==> config.mk <==
export PLATFORM = sky130hd
export DESIGN_NAME = finger_status_conditioner
export DESIGN_NICKNAME = d
export VERILOG_FILES = /design/src/rtl/finger_status_conditioner.sv
export SDC_FILE = /design/constraint.sdc
export NUM_CORES = 1
export LEC_CHECK = 0
export BUFFER_PORTS_ARGS = -buffer_cell sky130_fd_sc_hd__buf_2
export CAP_MARGIN = 5
export CORE_AREA = 2 2 80 82
export DETAILED_ROUTE_END_ITERATION = 8
export DIE_AREA = 0 0 82 84
export GPL_ROUTABILITY_DRIVEN = 0
export PLACE_DENSITY = 0.55
export SLEW_MARGIN = 20
export SYNTH_ARGS = -nofsm -noshare
export SYNTH_HDL_FRONTEND = slang
export SYNTH_SLANG_ARGS = --single-unit
==> constraint.sdc <==
create_clock -name clk -period 3.1 [get_ports clk]
set_input_delay 0.93 -clock clk [delete_from_list [all_inputs] [get_ports clk]]
set_output_delay 0.93 -clock clk [all_outputs]
set_load 0.02 [all_outputs]
==> src/rtl/finger_status_conditioner.sv <==
// Turns serial per-finger flex ADC samples into five debounced bent/straight status bits.
// Latency: finger 4 accepted at edge k -> statuses and status_valid updated at edge k+1.
// Backpressure: sample_ready drops for the single UPDATE cycle after each complete frame and during reset.
module finger_status_conditioner #(
  parameter int ADC_W = 10,
  parameter int TH_HI = 600,
  parameter int TH_LO = 400,
  parameter int DEB_N = 4
) (
  input  logic             clk,
  input  logic             rst,
  input  logic             sample_valid,
  output logic             sample_ready,
  input  logic [2:0]       sample_finger,
  input  logic [ADC_W-1:0] sample_data,
  output logic             thumb_status,
  output logic             index_status,
  output logic             middle_status,
  output logic             ring_status,
  output logic             pinky_status,
  output logic             status_valid,
  output logic             frame_error
);

  localparam int CW = $clog2(DEB_N);
  localparam logic [CW-1:0]    CNT_MAX = CW'(DEB_N - 1);
  localparam logic [ADC_W-1:0] HI      = ADC_W'(TH_HI);
  localparam logic [ADC_W-1:0] LO      = ADC_W'(TH_LO);

  typedef enum logic {COLLECT, UPDATE} state_t;
  typedef enum logic [1:0] {CLS_HOLD, CLS_BENT, CLS_STRAIGHT} cls_t;

  state_t        state;
  logic [2:0]    exp_idx;
  cls_t          shadow [5];
  logic [4:0]    raw;
  logic [4:0]    status;
  logic [CW-1:0] cnt [5];

  logic          accept;
  logic          in_order;
  cls_t          sample_cls;
  logic [4:0]    raw_nxt;
  logic [4:0]    status_nxt;
  logic [CW-1:0] cnt_nxt [5];

  assign sample_ready = (state == COLLECT) && !rst;
  assign accept       = sample_valid && sample_ready;
  assign in_order     = (sample_finger == exp_idx) && (sample_finger <= 3'd4);

  assign thumb_status  = status[0];
  assign index_status  = status[1];
  assign middle_status = status[2];
  assign ring_status   = status[3];
  assign pinky_status  = status[4];

  // Classify the incoming reading against the hysteresis thresholds; the band between them holds.
  always_comb begin
    sample_cls = CLS_HOLD;
    if (sample_data >= HI) begin
      sample_cls = CLS_BENT;
    end else if (sample_data <= LO) begin
      sample_cls = CLS_STRAIGHT;
    end
  end

  // Next raw/status/counter values for a committed frame; debounce looks at the freshly committed raw bit.
  always_comb begin
    raw_nxt    = raw;
    status_nxt = status;
    for (int i = 0; i < 5; i++) begin
      cnt_nxt[i] = cnt[i];
      if (shadow[i] == CLS_BENT) begin
        raw_nxt[i] = 1'b1;
      end else if (shadow[i] == CLS_STRAIGHT) begin
        raw_nxt[i] = 1'b0;
      end
      if (raw_nxt[i] == status[i]) begin
        cnt_nxt[i] = '0;
      end else if (cnt[i] == CNT_MAX) begin
        status_nxt[i] = raw_nxt[i];
        cnt_nxt[i]    = '0;
      end else begin
        cnt_nxt[i] = cnt[i] + 1'b1;
      end
    end
  end

  // Frame collection / commit FSM; pulses are registered and cleared every cycle by default.
  always_ff @(posedge clk) begin
    if (rst) begin
      state        <= COLLECT;
      exp_idx      <= 3'd0;
      raw          <= 5'b0;
      status       <= 5'b0;
      status_valid <= 1'b0;
      frame_error  <= 1'b0;
      for (int i = 0; i < 5; i++) begin
        cnt[i]    <= '0;
        shadow[i] <= CLS_HOLD;
      end
    end else begin
      status_valid <= 1'b0;
      frame_error  <= 1'b0;
      case (state)
        COLLECT: begin
          if (accept) begin
            if (in_order) begin
              shadow[sample_finger] <= sample_cls;
              if (sample_finger == 3'd4) begin
                state   <= UPDATE;
                exp_idx <= 3'd0;
              end else begin
                exp_idx <= exp_idx + 3'd1;
              end
            end else begin
              // Partial shadow data is simply abandoned: a frame only commits once all five
              // fingers have been rewritten in order.
              frame_error <= 1'b1;
              if (sample_finger == 3'd0) begin
                shadow[0] <= sample_cls;
                exp_idx   <= 3'd1;
              end else begin
                exp_idx <= 3'd0;
              end
            end
          end
        end
        UPDATE: begin
          raw          <= raw_nxt;
          status       <= status_nxt;
          cnt          <= cnt_nxt;
          status_valid <= 1'b1;
          state        <= COLLECT;
        end
        default: state <= COLLECT;
      endcase
    end
  end

endmodule

==> out/results.tsv <==
stage	metric	value	unit
detailed_routing	via/cell ratio	4.648	
yosys	synthesized net count	203	
worst_setup_path	Setup CP Type	in -> out	
worst_setup_path	slowest CP cell	buf_2	
yosys	Yosys top cell by area	dfxtp_1	
cells_and_area	area growth from synthesis to layout	17.71	%
placement	Port Buffers	23	
cts	clk slew on worst S/H paths	70	ps
sta	Slew Limit Fails	0	
cts	CTS Buf Count	5	
cts	clk sinks	36	
flow_run	Max-Cap Viols	0	
sta	Slew @ Worst Pin	637.8	ps
yosys	count of cell types in the netlist	32	
detailed_routing	TritonRoute pass-1 iters	4	
global_route	GR Util All Layers	0.09958	
cts	clk buf depth	2	
status	status	finished, final reports clean	
min_path	Min-Delay Path Class	reg -> reg	
floorplanning	initial core utilization	0.2781	
worst_setup_path	R2R Setup Slk	1290	ps
placement	dpl cells	273	
sta	final hold viol count	0	
yosys	number of synthesized flops with an enable pin	10	
floorplanning	Die H	84	um
sta	RSZ-0062 raised after global routing	no	
worst_setup_path	WP data arrival	1440	ps
sta	Worst slew margin	0.5711	
worst_setup_path	Buffers & Inverters on Critical Path	2	
cells_and_area	Nets	225	
power	Pleak	0.7445	nW
sta	Hold WS	480.1	ps
worst_setup_path	delay-heaviest family, CP	buffers and inverters	
floorplanning	Total Die Area	6888	sq um
worst_setup_path	maximum fanout along the worst path	6	
min_path	hold path depth	2	
yosys	Async SR Flop Fraction	0	
worst_setup_path	Worst Reg-to-Reg Cells	4	
sta	Tmin final	2368	ps
cts	postcts setup bufs	0	
worst_setup_path	CP endpoint kind	output port	
cells_and_area	antenna fix cells	0	
yosys	synthesized area per cell	9.367	sq um
floorplanning	Die X	82	um
yosys	register area share after synthesis	0.4841	
cts	H-tree depth	2	
worst_setup_path	RR Startpoint	state	
global_route	initial antenna violation count	0	
cts	Worst-Skew Late Latency	290	ps
cells_and_area	fillers	656	
cells_and_area	Finished Layout Cells	281	
cts	Clock Root Buffer	clkbuf_8	
detailed_routing	routed length per instance	11.02	um
floorplanning	# rows	29	
yosys	top_reg_cell synth	dfxtp_1	
yosys	Cells after Synth	181	
global_route	total grt overflow	0	
worst_setup_path	Startpoint Class	input pin	
worst_setup_path	maximum single-stage delay on the critical path	200	ps
global_route	vias in the first global route	1195	
detailed_routing	ANT nets after route	0	
worst_setup_path	Crit path top cell by count	buf_2	
yosys	Synth area leaders	dfxtp_1 (31%), edfxtp_1 (18%), nor2_1 (5.8%)	
yosys	synthesis-stage register bit count	36	
worst_setup_path	Data required, critical path	2170	ps
cts	CTS tree	yes	
global_route	largest net degree at the start of global routing	33	
sta	Setup Skew	11.87	ps
detailed_routing	initial drt markers	85	
worst_setup_path	Reg-to-Reg End	shadow[2][0]	
cts	cts hold-fix bufs	0	
yosys	share of the synthesized area in the top cell type	0.3070	
yosys	post-synthesis cell area	1695	sq um
power	PD cells	485.4	nW/um^2
cells_and_area	fraction of layout cells with a size suffix above 1	0.1716	
worst_setup_path	crit path cell chain	buf_2, nor2_1, buf_2	
cts	cts repair resizes	0	
power	Peak VDD IR	0.2235	mV
min_path	endpoint of the worst hold path	cnt[9]	
sta	Fmax	422.4	MHz
detailed_routing	# DRC	0	
detailed_routing	via count	1306	
sta	final period utilization	0.7637	
sta	Setup-failing EPs final	0	
sta	TNS Setup	0	ps
detailed_routing	final WL	3.096	mm
global_route	first-pass GRT wire length	5.313	mm
floorplanning	I/O pin count	24	
yosys	YS warnings	0	
floorplanning	core area	6096	sq um
power	total power	0.9687	mW
min_path	worst hold start	cnt[9]	
placement	Post-DP HPWL	2.134	mm
cells by family (layout without fill, tap and decap cells):
| family | after synthesis | in the layout | share of synthesized area |
|---|---|---|---|
| AND/OR/NAND/NOR | 73 | 73 | 0.2118 |
| AO/OA/AOI/OAI | 23 | 23 | 0.1011 |
| flip-flops | 36 | 36 | 0.4841 |
| adder cells (fa/ha/maj) | 11 | 11 | 0.07380 |
| XOR/XNOR | 7 | 7 | 0.03616 |
| multiplexers | 5 | 5 | 0.02952 |
| buffers and inverters | 26 | 49 | 0.06347 |
metrics by stage:
step	util	worst slack, ps	cell area, sq um
after CTS	0.3274	752.9	1996
after detailed placement	0.3075	542.8	1874
final	0.3274	732.5	1996
after global placement	0.3075	580.7	1874
after floorplan	-	657.7	1695
after global routing	0.3274	697.2	1996
report_power, final:
| part | switching [mW] | internal (mW) |
|---|---|---|
| sequential | 0.00226 | 0.489 |
| combinational | 0.0344 | 0.0228 |
| clock | 0.169 | 0.251 |
| total | 0.206 | 0.763 |
layout make-up:
type | instances | area (sq um) | share of cell area
multi-input combinational | 119 | 767.0 | 0.3843
tap | 77 | 96.34 | 0.04828
inverter | 16 | 60.06 | 0.03009
clock buffer | 8 | 121.4 | 0.06081
timing repair buffer | 25 | 130.1 | 0.06520
sequential | 36 | 820.8 | 0.4113
cells in the final DEF (no fill, tap or decap), types with 5 or more instances in the layout:
master | netlist | layout
nor2_1 | 26 | 26
mux2i_1 | 5 | 5
a21oi_1 | 7 | 7
inv_1 | 16 | 16
nand2_1 | 17 | 17
edfxtp_1 | 10 | 10
nand2b_1 | 5 | 5
xnor2_1 | 5 | 5
buf_2 | 1 | 23
dfxtp_1 | 26 | 26
clkbuf_8 | 0 | 7
maj3_1 | 5 | 5
o32ai_1 | 10 | 10
ha_1 | 6 | 6
nand3_1 | 13 | 13
worst reg2reg max path: cells and delay by family, from the launching register on:
kind,cells,cell delay (ps)
DFF,1,310
and+or+nand+nor,4,1210
how the worst max path moves through the flow:
stage          start            to  slack [ps]  depth (start not counted)
6_report         rst  sample_ready         730                          3
3_5_place_dp     rst  shadow[2][0]         540                          5
2_1_floorplan    rst  shadow[2][0]         660                          6
5_1_grt          rst  sample_ready         700                          3
3_3_place_gp     rst  shadow[2][0]         580                          5
4_1_cts          rst  sample_ready         750                          3
cell usage after synthesis (2+ instances only):
master     n
ha_1       6
nand2_1   17
maj3_1     5
nand2b_1   5
dfxtp_1   26
edfxtp_1  10
nor2_1    26
inv_1     16
nor3_1     2
clkbuf_1   7
mux2i_1    5
nand3_1   13
xnor2_1    5
a21oi_1    7
o32ai_1   10
xor2_1     2
nand3b_1   2
o41ai_1    2
nor2b_1    2
routing by layer:
| layer | part of all wire | up-vias | GRT usage |
|---|---|---|---|
| met5 | 0 | - | 0 |
| met4 | 0.0081 | 0 | 0.03788 |
| met3 | 0.054 | 2 | 0.04113 |
| met2 | 0.46 | 27 | 0.1530 |
| met1 | 0.48 | 605 | 0.1228 |
| li1 | - | 672 | - |
state kept, by name, summed over array words and instances (netlist names):
signal        count
cnt              10
shadow           10
raw               5
status            5
exp_idx           3
frame_error       1
state             1
status_valid      1
No activity file was read; power rests on OpenSTA's default activity.
